==> src/rtl/btn_debounce.sv <==
// Multi-channel button synchroniser, debouncer and edge/repeat pulse generator.
// Optional auto-repeat pulses are compiled in with BTN_DEBOUNCE_REPEAT_EN.
module btn_debounce #(
   parameter int NUM_BTN       = 4,
   parameter int SYNC_STAGES   = 2,
   parameter int DB_CYCLES     = 16,
   parameter int REPEAT_DELAY  = 1000,
   parameter int REPEAT_PERIOD = 250
) (
   input  logic               clk,
   input  logic               rst,
   input  logic [NUM_BTN-1:0] btn,
   output logic [NUM_BTN-1:0] btn_db,
   output logic [NUM_BTN-1:0] btn_re,
   output logic [NUM_BTN-1:0] btn_fe,
   output logic               btn_any_re,
   output logic               btn_any_fe,
   output logic [NUM_BTN-1:0] btn_rpt
);

   localparam int DCW = (DB_CYCLES > 1) ? $clog2(DB_CYCLES) : 1;
   localparam logic [DCW-1:0] DB_LAST = DCW'(DB_CYCLES - 1);

   if (NUM_BTN < 1 || SYNC_STAGES < 2 || DB_CYCLES < 1 ||
       REPEAT_DELAY < 1 || REPEAT_PERIOD < 1) begin : g_bad_param
      $error("btn_debounce: parameter out of range");
   end

   logic [NUM_BTN-1:0] sync_q [SYNC_STAGES];
   logic [NUM_BTN-1:0] s;
   logic [NUM_BTN-1:0] db_q;
   logic [NUM_BTN-1:0] db_nxt;
   logic [NUM_BTN-1:0] re_q;
   logic [NUM_BTN-1:0] fe_q;
   logic [DCW-1:0]     cnt_q [NUM_BTN];

   assign s = sync_q[SYNC_STAGES-1];

   always_ff @(posedge clk or posedge rst) begin
      if (rst) begin
         for (int k = 0; k < SYNC_STAGES; k++) sync_q[k] <= '0;
      end else begin
         sync_q[0] <= btn;
         for (int k = 1; k < SYNC_STAGES; k++) sync_q[k] <= sync_q[k-1];
      end
   end

   // A new level is accepted on the DB_CYCLES-th consecutive mismatch.
   always_comb begin
      db_nxt = db_q;
      for (int i = 0; i < NUM_BTN; i++) begin
         if (s[i] != db_q[i] && cnt_q[i] == DB_LAST) db_nxt[i] = s[i];
      end
   end

   always_ff @(posedge clk or posedge rst) begin
      if (rst) begin
         for (int i = 0; i < NUM_BTN; i++) cnt_q[i] <= '0;
      end else begin
         for (int i = 0; i < NUM_BTN; i++) begin
            if (s[i] == db_q[i] || cnt_q[i] == DB_LAST) cnt_q[i] <= '0;
            else cnt_q[i] <= cnt_q[i] + 1'b1;
         end
      end
   end

   always_ff @(posedge clk or posedge rst) begin
      if (rst) begin
         db_q <= '0;
         re_q <= '0;
         fe_q <= '0;
      end else begin
         db_q <= db_nxt;
         re_q <= db_nxt & ~db_q;
         fe_q <= ~db_nxt & db_q;
      end
   end

   assign btn_db     = db_q;
   assign btn_re     = re_q;
   assign btn_fe     = fe_q;
   assign btn_any_re = |re_q;
   assign btn_any_fe = |fe_q;

`ifdef BTN_DEBOUNCE_REPEAT_EN
   localparam int RMAX = (REPEAT_DELAY > REPEAT_PERIOD) ? REPEAT_DELAY : REPEAT_PERIOD;
   localparam int RCW  = $clog2(RMAX + 1);
   localparam logic [RCW-1:0] RC_ONE = RCW'(1);

   logic [RCW-1:0]     rc_q [NUM_BTN];
   logic [NUM_BTN-1:0] rpt_q;

   // Down-counter to the next repeat; a falling level clears it at once.
   always_ff @(posedge clk or posedge rst) begin
      if (rst) begin
         rpt_q <= '0;
         for (int i = 0; i < NUM_BTN; i++) rc_q[i] <= '0;
      end else begin
         for (int i = 0; i < NUM_BTN; i++) begin
            rpt_q[i] <= 1'b0;
            if (db_nxt[i] && !db_q[i]) begin
               rc_q[i] <= RCW'(REPEAT_DELAY);
            end else if (db_nxt[i] && db_q[i]) begin
               if (rc_q[i] == RC_ONE) begin
                  rpt_q[i] <= 1'b1;
                  rc_q[i]  <= RCW'(REPEAT_PERIOD);
               end else begin
                  rc_q[i] <= rc_q[i] - 1'b1;
               end
            end else begin
               rc_q[i] <= '0;
            end
         end
      end
   end

   assign btn_rpt = rpt_q;
`else
   assign btn_rpt = '0;
`endif

endmodule

==> config.mk <==
export PLATFORM = sky130hd
export DESIGN_NAME = btn_debounce
export DESIGN_NICKNAME = d
export VERILOG_FILES = /design/src/rtl/btn_debounce.sv
export SDC_FILE = /design/constraint.sdc
export NUM_CORES = 1
export LEC_CHECK = 0
export ABC_AREA = 1
export CORE_MARGIN = 4
export CORE_UTILIZATION = 30
export DETAILED_ROUTE_END_ITERATION = 16
export PLACE_DENSITY = 0.55
export SETUP_SLACK_MARGIN = 0.5
export SKIP_LAST_GASP = 1
export SLEW_MARGIN = 20
export SYNTH_ARGS = -nofsm -noshare
export SYNTH_HDL_FRONTEND = slang
export SYNTH_SLANG_ARGS = --single-unit
==> constraint.sdc <==
create_clock -name clk -period 2.9 [get_ports clk]
set_clock_uncertainty 0.05 [all_clocks]
set_input_delay 0.29 -clock clk [delete_from_list [all_inputs] [get_ports clk]]
set_output_delay 0.29 -clock clk [all_outputs]
set_load 0.02 [all_outputs]
### Yosys cells after proc, flatten, opt, wreduce, memory -nomap -nowiden

Index checks and enable logic that the tools add are counted.
Widths: inputs -> output; s select.

* bits in registers: 36
* input bits: 6
* output and inout port bits: 18
* bits in read-only memories: 0
* bits in writable memories: 0
* bits in latches: 0
* memories kept: 0
* word-level logic and storage cells: 47

* bitwise gates (word level): 4
* shift operators: 0
* eq/ne operators: 12
* multipliers: 0
* add/sub/neg operators: 4
* reductions and logical operators: 10
* $lt $le $gt $ge: 0
* div/mod/pow operators: 0
* multiplexer cells: 8

Operators by type and width (count)
* $add 4x1->4 const B: 4
* $eq 4x4->1 const B: 4
* $mux 4: 4
* $and 4x4->4: 2
* $not 4->4: 2
* $reduce_or 4->1: 2
* $eq 1x1->1: 4
* $logic_and 1x1->1: 4
* $logic_or 1x1->1: 4
* $mux 1: 4
* $ne 1x1->1: 4

### Depth between registers and ports, before layout

Gate-level depths: netlist of the first run.

* depth after elaboration: 5
* gate-level depth with buffers: 5
* gate-level depth less buffers: 5

### Worst setup path after synthesis of the first run

Ideal clock, no wire load.

* path kind: register -> output
* start: register fe_q[3], in the netlist btn_fe[3]
* end: output btn_any_fe
* data required time: 2560 ps
* path buffers: 0
* data arrival time: 693 ps
* cell stages (with the launch flop): 3
* setup slack: 1867 ps
* cell sequence: dfrtp_1 -> nor2_1 -> nand2_1

* longest elaborated chain between the ends: 1

Ends and longest elaborated chain
* from (decl): line 34 `logic [NUM_BTN-1:0] fe_q;`
* from (signal assigned): line 75 `fe_q <= ~db_nxt & db_q;`
* $reduce_or 4->1: line 83 `assign btn_any_fe = |fe_q;`
* to (decl): line 17 `output logic btn_any_fe,`

No other way between the ends.

### Worst setup path after layout of the first run

* start: register re_q[1], in the netlist btn_re[1]
* end: output btn_any_re

* longest elaborated chain between the ends: 1

Ends and longest elaborated chain
* from (decl): line 33 `logic [NUM_BTN-1:0] re_q;`
* from (signal assigned): line 74 `re_q <= db_nxt & ~db_q;`
* $reduce_or 4->1: line 82 `assign btn_any_re = |re_q;`
* to (decl): line 16 `output logic btn_any_re,`

No other way between the ends.

==> impl_metrics.toml, run 1 <==
[status]
outcome = "finished clean"

[critical_path]
start_kind = "flop"
crit_path_max_incr_delay_ns = 0.53
crit_arrival_ns = 1.37
path_buf_inv = 1
crit_fanout = 2
critPathSlowestCell = "clkdlybuf4s50_1"
cp.required_ns = 2.56
critical_path_class = "flop to output pin"
crit_family = "buffers and inverters"
endpoint_kind = "output pin"
crit_chain = "nor2_1, nand2_1, clkdlybuf4s50_1"

[clocking]
clock_latency_ns = 0.28
numCtsBuffers = 5
postCtsHoldBufs = 0
root_buffer = "clkbuf_8"
cts_tree = "built"
cts_resized = 0
cts_max_path_buffers = 2
cts_sinks = 36
cts_setup_buffers = 0
clk_pin_slew_ns = 0.07
htreeDepth = 2

[cells_and_area]
final_cell_mix = "dfrtp_1 (36), nand2_1 (27), nor2_1 (26)"
antenna_cells = 0
nets = 175
layout_commonest_cell = "dfrtp_1"
area_growth_pct = 22.7
fin_util = 0.390
stdcell_count = 217
drive_above_1_share = 0.0788

[placed_design]
gp_congestion = 0.716
portBuffers = 19
hpwl_mm = 1.83
place_inst = 210
pre_cts_ws_ns = 1.49

[global_routing]
antenna_found_initial = 0
track_usage = 0.0900
grt_pass1_vias = 914
grt_pass1_wl_mm = 4.15
overflow = 0
grt_max_degree = 37

[timing]
rsz0062_at_grt = "no"
min_period_ns = 1.71
final_hold_viol_count = 0
setup_viol = 0
final.setup.tns_ns = 0
finalWorstSetupSlack_ns = 1.19
max_freq_mhz = 585
layout_worst_path_cycle_share = 0.589
slew_violations = 0

[synthesis]
yosysWarnings = 0
ys_seq_elements = 36
netlist_area_um2 = 1410
ys_types = 15
syn_inst = 139
synth.avg_cell_area_um2 = 10.2
ys_seq_area_frac = 0.637

[die]
core_um2 = 4440
die_w_um = 76.7
die_h_um = 76.7
row_count = 24
start_util = 0.318
pin_count = 24
design.die.area_um2 = 5880

[routing]
wl_per_cell_um = 11.4
drt_iter0_drc = 37
via_count = 944
drtPass1Iterations = 3
drtAntennaViolNets = 0
drc_errors = 0
via_per_inst = 4.35
routed_wl_mm = 2.47

[pwr]
p_per_area_nw_per_um2 = 531
max-vdd-ir-drop_mv = 0.272
power_leakage_nw = 0.835
total_power_mw = 0.922

[hold_path]
hold_path.class = "flop to flop"

[flow_run]
drv_cap = 0
==> final timing paths <==
| check | startpoint | end | slack [ns] | cells past startpoint |
|---|---|---|---|---|
| setup / recovery | btn_re[1] | btn_any_re | 1.19 | 3 |
| hold / removal | sync_q[4] | s[0] | 0.30 | 0 |
| setup reg to reg | cnt_q[0] | cnt_q[3] | 1.77 | 4 |
| hold reg to reg | sync_q[4] | s[0] | 0.30 | 0 |
| max in group asynchronous | rst | cnt_q[5] | 2.11 | 3 |
| min in group asynchronous | rst | sync_q[4] | 0.36 | 3 |
==> state kept, by name, summed over array words and instances (netlist names) <==
| signal | count |
|---|---|
| sync_q | 4 |
| btn_db | 4 |
| cnt_q | 16 |
| btn_re | 4 |
| btn_fe | 4 |
| s | 4 |
==> layout make-up <==
cell class	count	area, µm²
Clock inverter	1	5.00
Inverter	17	63.8
Tap cell	52	65.1
Clock buffer	6	72.6
Timing Repair Buffer	20	198
Sequential cell	36	901
Multi-Input combinational cell	85	430
Fill cell	433	2710
==> cell families (layout without fill, tap and decap cells) <==
logic type / after synthesis / in the layout / share of synthesized area
and+or+nand+nor: 69 / 69 / 0.219
DFF: 36 / 36 / 0.637
buffers and inverters: 21 / 44 / 0.0664
adders and majority gates: 4 / 4 / 0.0354
AOI/OAI and AO/OA: 4 / 4 / 0.0142
xor gates and xnor gates: 4 / 4 / 0.0248
other: 1 / 4 / 0.00265
==> Yosys cell counts <==
| master | instances | area [µm²] |
|---|---|---|
| nand4_1 | 4 | 25.0 |
| nand3_1 | 4 | 20.0 |
| xnor2_1 | 4 | 35.0 |
| nand2_2 | 1 | 6.26 |
| nand2_1 | 27 | 101 |
| ha_1 | 4 | 50.1 |
| dfrtp_1 | 36 | 901 |
| inv_1 | 17 | 63.8 |
| conb_1 | 1 | 3.75 |
| nor2_1 | 26 | 97.6 |
| buf_4 | 4 | 30.0 |
| o21ai_0 | 2 | 10.0 |
| o21ai_1 | 2 | 10.0 |
| nor3_1 | 2 | 10.0 |
| nand3_2 | 5 | 50.1 |
==> through the flow <==
stage          cell area (µm²)  hold slack (ns)
2_1_floorplan             1430            0.271
3_3_place_gp              1660            0.282
3_5_place_dp              1660            0.287
4_1_cts                   1740            0.303
5_1_grt                   1740            0.305
6_report                  1740            0.300
==> report_power, final <==
part	leakage [nW]	internal (mW)	switching, mW
Clock	0.0410	0.163	0.166
Sequential	0.474	0.521	0.0167
Combinational	0.320	0.0221	0.0332
Total	0.835	0.707	0.216
==> routing by layer <==
| metal | share of wire | GRT usage | up-vias |
|---|---|---|---|
| met3 | 0.051 | 0.0433 | 4 |
| met4 | 0.011 | 0.0380 | 0 |
| li1 | - | - | 474 |
| met5 | 0 | 0 | - |
| met2 | 0.49 | 0.149 | 18 |
| met1 | 0.45 | 0.0987 | 448 |
Note: power is estimated with default switching activity, not from simulation.
==> run 2: changes to the inputs <==
==> constraint.sdc (replaced) <==
create_clock -name clk -period 1.65 [get_ports clk]
set_clock_uncertainty 0.05 [all_clocks]
set_input_delay 0.165 -clock clk [delete_from_list [all_inputs] [get_ports clk]]
set_output_delay 0.165 -clock clk [all_outputs]
set_load 0.02 [all_outputs]
==> run 2 against run 1 <==
Design area is 2.2% higher. Sequential cell count stayed put. Routed wire length is 5.4% higher. Non-clock buffer count is 6 higher. Global-route usage is 0.91 points higher. Sequential power is 76% higher. Via count is 4.4% higher. Utilization is 0.84 points higher. First-iteration DRC count is 22% higher.
==> impl_metrics.toml, run 2 (synthesized netlist as in run 1, its figures left out) <==
[timing]
rsz0062_at_grt = "yes"
max_freq_mhz = 840
slew_violations = 0
min_period_ns = 1.19
final.setup.tns_ns = 0
final_hold_viol_count = 0
setup_viol = 0
layout_worst_path_cycle_share = 0.722

[routing]
via_count = 986
wl_per_cell_um = 11.6
drtPass1Iterations = 2
via_per_inst = 4.40
drtAntennaViolNets = 0
drt_iter0_drc = 45
drc_errors = 0
routed_wl_mm = 2.61

[die]
die_h_um = 76.7
pin_count = 24
core_um2 = 4440
die_w_um = 76.7
row_count = 24
design.die.area_um2 = 5880
start_util = 0.318

[cells_and_area]
stdcell_count = 224
drive_above_1_share = 0.233
nets = 181
final_cell_mix = "dfrtp_1 (36), nor2_1 (26), nand2_1 (25)"
layout_commonest_cell = "dfrtp_1"
design_area_um2 = 1770
largest-register = "cnt_q"
area_growth_pct = 25.4
largest_register_ffs = 16
antenna_cells = 0

[global_routing]
track_usage = 0.0991
grt_max_degree = 37
overflow = 0
antenna_found_initial = 0
grt_pass1_wl_mm = 4.47
grt_pass1_vias = 1001

[hold_path]
hold_path.class = "input port to asynchronous set/reset pin"

[placed_design]
portBuffers = 19
hpwl_mm = 1.96
placed_cell_area_um2 = 1660
gp_congestion = 0.690
place_inst = 210

[critical_path]
reg2regPathDepth = 4
crit_fanout = 2
cp.required_ns = 1.43
endpoint_kind = "output pin"
critical_path_class = "flop to output pin"
crit_arrival_ns = 0.98
start_kind = "flop"

[clocking]
root_buffer = "clkbuf_8"
htreeDepth = 2
cts_max_path_buffers = 2
clock_latency_ns = 0.28
clk_pin_slew_ns = 0.07
cts_tree = "built"
cts_sinks = 36
numCtsBuffers = 5

[pwr]
power_leakage_nw = 0.899
total_power_mw = 1.69
max-vdd-ir-drop_mv = 0.523
p_per_area_nw_per_um2 = 952

[status]
outcome = "finished clean"

[flow_run]
drv_cap = 0
==> run 2: cell types whose count changed in the layout (fill, tap and decap cells not counted), moves of 3 or more <==
cell	delta
nand3_2	-3
buf_2	+13
clkdlybuf4s50_1	-14
buf_4	+6
nand3_4	+3
ha_1	-3
ha_2	+3
==> run 2: timing repair <==
action / in CTS / in global routing
hold buffers: 0 / 0
pin swaps: 0 / 3
endpoints found under the setup margin: 16 / 22
gates resized for setup: 56 / 11
setup buffers: 2 / 4
==> run 2: worst max-delay path: stages, from the launching register on <==
cell and delay (ns):
dfrtp_1 0.39, nor2_1 0.10, nand2_1 0.06, buf_2 0.15
==> run 2: path summary, 6_finish.rpt <==
check | start | endpoint | slack, ns
min in group clk | btn[3] | sync_q[7] | 0.27
worst min-delay path | rst | sync_q[4] | 0.24
worst min register to register | sync_q[4] | s[0] | 0.30
max in group asynchronous | rst | cnt_q[10] | 0.99
worst max register to register | cnt_q[12] | cnt_q[15] | 0.57
worst max-delay path | btn_re[2] | btn_any_re | 0.46
==> run 2: area by class of cell <==
class | count | area [µm²]
fill | 458 | 2670
sequential | 36 | 901
multi-input combinational | 85 | 470
timing repair buffer | 26 | 179
clock buffer | 7 | 86.3
tap | 52 | 65.1
inverter | 17 | 63.8
clock inverter | 1 | 7.51
==> run 2: power by group <==
group	leakage [nW]	switching, mW	total (mW)	internal, mW
clock network	0.0445	0.291	0.630	0.339
registers	0.474	0.0290	0.945	0.916
logic	0.380	0.0643	0.112	0.0477
total	0.899	0.384	1.69	1.30
==> run 2: metrics by stage <==
| step | setup WS, ns | utilization | hold WS, ns |
|---|---|---|---|
| floorplan | 0.618 | - | 0.146 |
| global placement | 0.370 | 0.373 | 0.282 |
| detailed placement | 0.359 | 0.373 | 0.286 |
| CTS | 0.427 | 0.384 | 0.244 |
| global route | 0.389 | 0.399 | 0.246 |
| finish | 0.459 | 0.399 | 0.241 |
==> run 2: layer usage <==
layer / vias up / GRT usage / part of all wire
li1: 485 / - / -
met1: 480 / 0.104 / 0.41
met2: 17 / 0.171 / 0.53
met3: 4 / 0.0433 / 0.046
met4: 0 / 0.0435 / 0.011
met5: - / 0 / 0
==> run 3: changes to the inputs <==
==> constraint.sdc (replaced) <==
create_clock -name clk -period 1.1 [get_ports clk]
set_clock_uncertainty 0.05 [all_clocks]
set_input_delay 0.11 -clock clk [delete_from_list [all_inputs] [get_ports clk]]
set_output_delay 0.11 -clock clk [all_outputs]
set_load 0.02 [all_outputs]
==> run 3 against run 2 <==
The flow now finishes with violations (negative setup slack). Power up 52%. Clock power grew 40%. Setup slack worse by 0.52 ns. Utilization is 8.6 points higher. Global-route usage up 0.20 points. Combinational power rose by 130%. Highest routed layer unchanged.
==> impl_metrics.toml, run 3 (synthesized netlist as in run 1, its figures left out) <==
[status]
outcome = "finished, violations left"
violations = "negative setup slack"

[timing]
finalWorstSetupSlack_ns = -0.0635
timing.hold.ws_ns = 0.153
rsz0062_at_grt = "yes"
max_freq_mhz = 859
final_hold_viol_count = 0
min_period_ns = 1.16
setup_viol = 4
layout_worst_path_cycle_share = 1.06
slew_violations = 0

[global_routing]
grt_max_degree = 37
track_usage = 0.101
grt_pass1_vias = 1089
antenna_found_initial = 0
grt_pass1_wl_mm = 4.66
overflow = 0

[cells_and_area]
layout_commonest_cell = "dfrtp_1"
final_cell_mix = "dfrtp_1 (24), buf_6 (21), nor2_2 (19)"
seqCellArea_um2 = 916
num-fill-cells = 411
multi_input_area_um2 = 639
largest-register = "cnt_q"
area_growth_pct = 52.5
nets = 193
largest_register_ffs = 16
drive_above_1_share = 0.565
fin_util = 0.485
antenna_cells = 0
stdcell_count = 236

[die]
die_h_um = 76.7
pin_count = 24
start_util = 0.318
design.die.area_um2 = 5880
core_um2 = 4440
die_w_um = 76.7
row_count = 24

[routing]
via_count = 1031
drt_iter0_drc = 58
drtAntennaViolNets = 0
via_per_inst = 4.37
drtPass1Iterations = 4
routed_wl_mm = 2.71
drc_errors = 0
wl_per_cell_um = 11.5

[clocking]
htreeDepth = 2
cts_tree = "built"
root_buffer = "clkbuf_8"
numCtsBuffers = 5
clk_pin_slew_ns = 0.07
clock_latency_ns = 0.28
cts_max_path_buffers = 2
cts_sinks = 36

[placed_design]
hpwl_mm = 1.74
gp_congestion = 0.739
place_inst = 216
portBuffers = 19
pre_cts_ws_ns = -0.150

[hold_path]
hold_path.class = "input port to asynchronous set/reset pin"

[critical_path]
critPathSlowestCell = "dfrtp_2"
worstReg2RegEnd = "cnt_q[2]"
crit_arrival_ns = 1.00
crit_fanout = 2
crit_chain = "nor2_2, nand2_2, buf_6"
reg2regPathDepth = 5
crit_path_max_incr_delay_ns = 0.41
reg2reg_setup_slack_ns = 0.07
endpoint_kind = "output pin"
cp.required_ns = 0.94
critical_path_class = "flop to output pin"
r2r_start = "btn_db[3]"
start_kind = "flop"

[pwr]
p_per_area_nw_per_um2 = 1190
power_leakage_nw = 0.963
max-vdd-ir-drop_mv = 0.477

[flow_run]
drv_cap = 0
-- run 3: final cells by class --
type | count | share of cell area
inverters | 17 | 0.0313
multi-input cells | 85 | 0.297
clock inverters | 1 | 0.00232
repair buffers | 38 | 0.179
flip-flops and latches | 36 | 0.425
clock buffers | 7 | 0.0354
well taps | 52 | 0.0302
-- run 3: layer usage --
layer,track usage,wire [µm]
met1,0.103,1100
met2,0.181,1410
met3,0.0386,152
met4,0.0489,46
met5,0,0
-- run 3: stage by stage --
step                power [mW]  cell area [µm²]  TNS [ns]
floorplan                 1.57             1510         0
global placement          1.61             1800    -0.620
detailed placement        1.62             1800    -0.621
CTS                       2.59             2070    -0.176
global route              2.70             2160    -0.347
finish                    2.57             2160    -0.123
-- run 3: where the power goes --
part | total (mW) | internal [mW] | switching (mW)
sequential | 1.43 | 1.37 | 0.0513
combinational | 0.259 | 0.128 | 0.131
clock | 0.883 | 0.444 | 0.439
-- run 3: what timing repair did --
item                                    CTS  global route
endpoints found under the hold margin     0             0
hold buffers                              0             0
pin swaps                                20            11
gates resized for setup                 113            24
endpoints found under the setup margin   42            42
buffers inserted                          9             3
-- run 3: worst max-delay path by stage --
stage	slack, ns	to	startpoint
floorplan	0.13	cnt_q[15]	cnt_q[12]
global placement	-0.15	btn_any_re	btn_re[1]
detailed placement	-0.15	btn_any_fe	btn_fe[1]
CTS	-0.08	btn_any_re	btn_re[0]
global route	-0.11	btn_any_re	btn_re[3]
finish	-0.06	btn_any_re	btn_re[0]
-- run 3: critical path: cells and delay by family (launching register included) --
| family | cells | cell delay, ns |
|---|---|---|
| flip-flops | 1 | 0.41 |
| AND/OR/NAND/NOR | 2 | 0.19 |
| buffers and inverters | 1 | 0.12 |
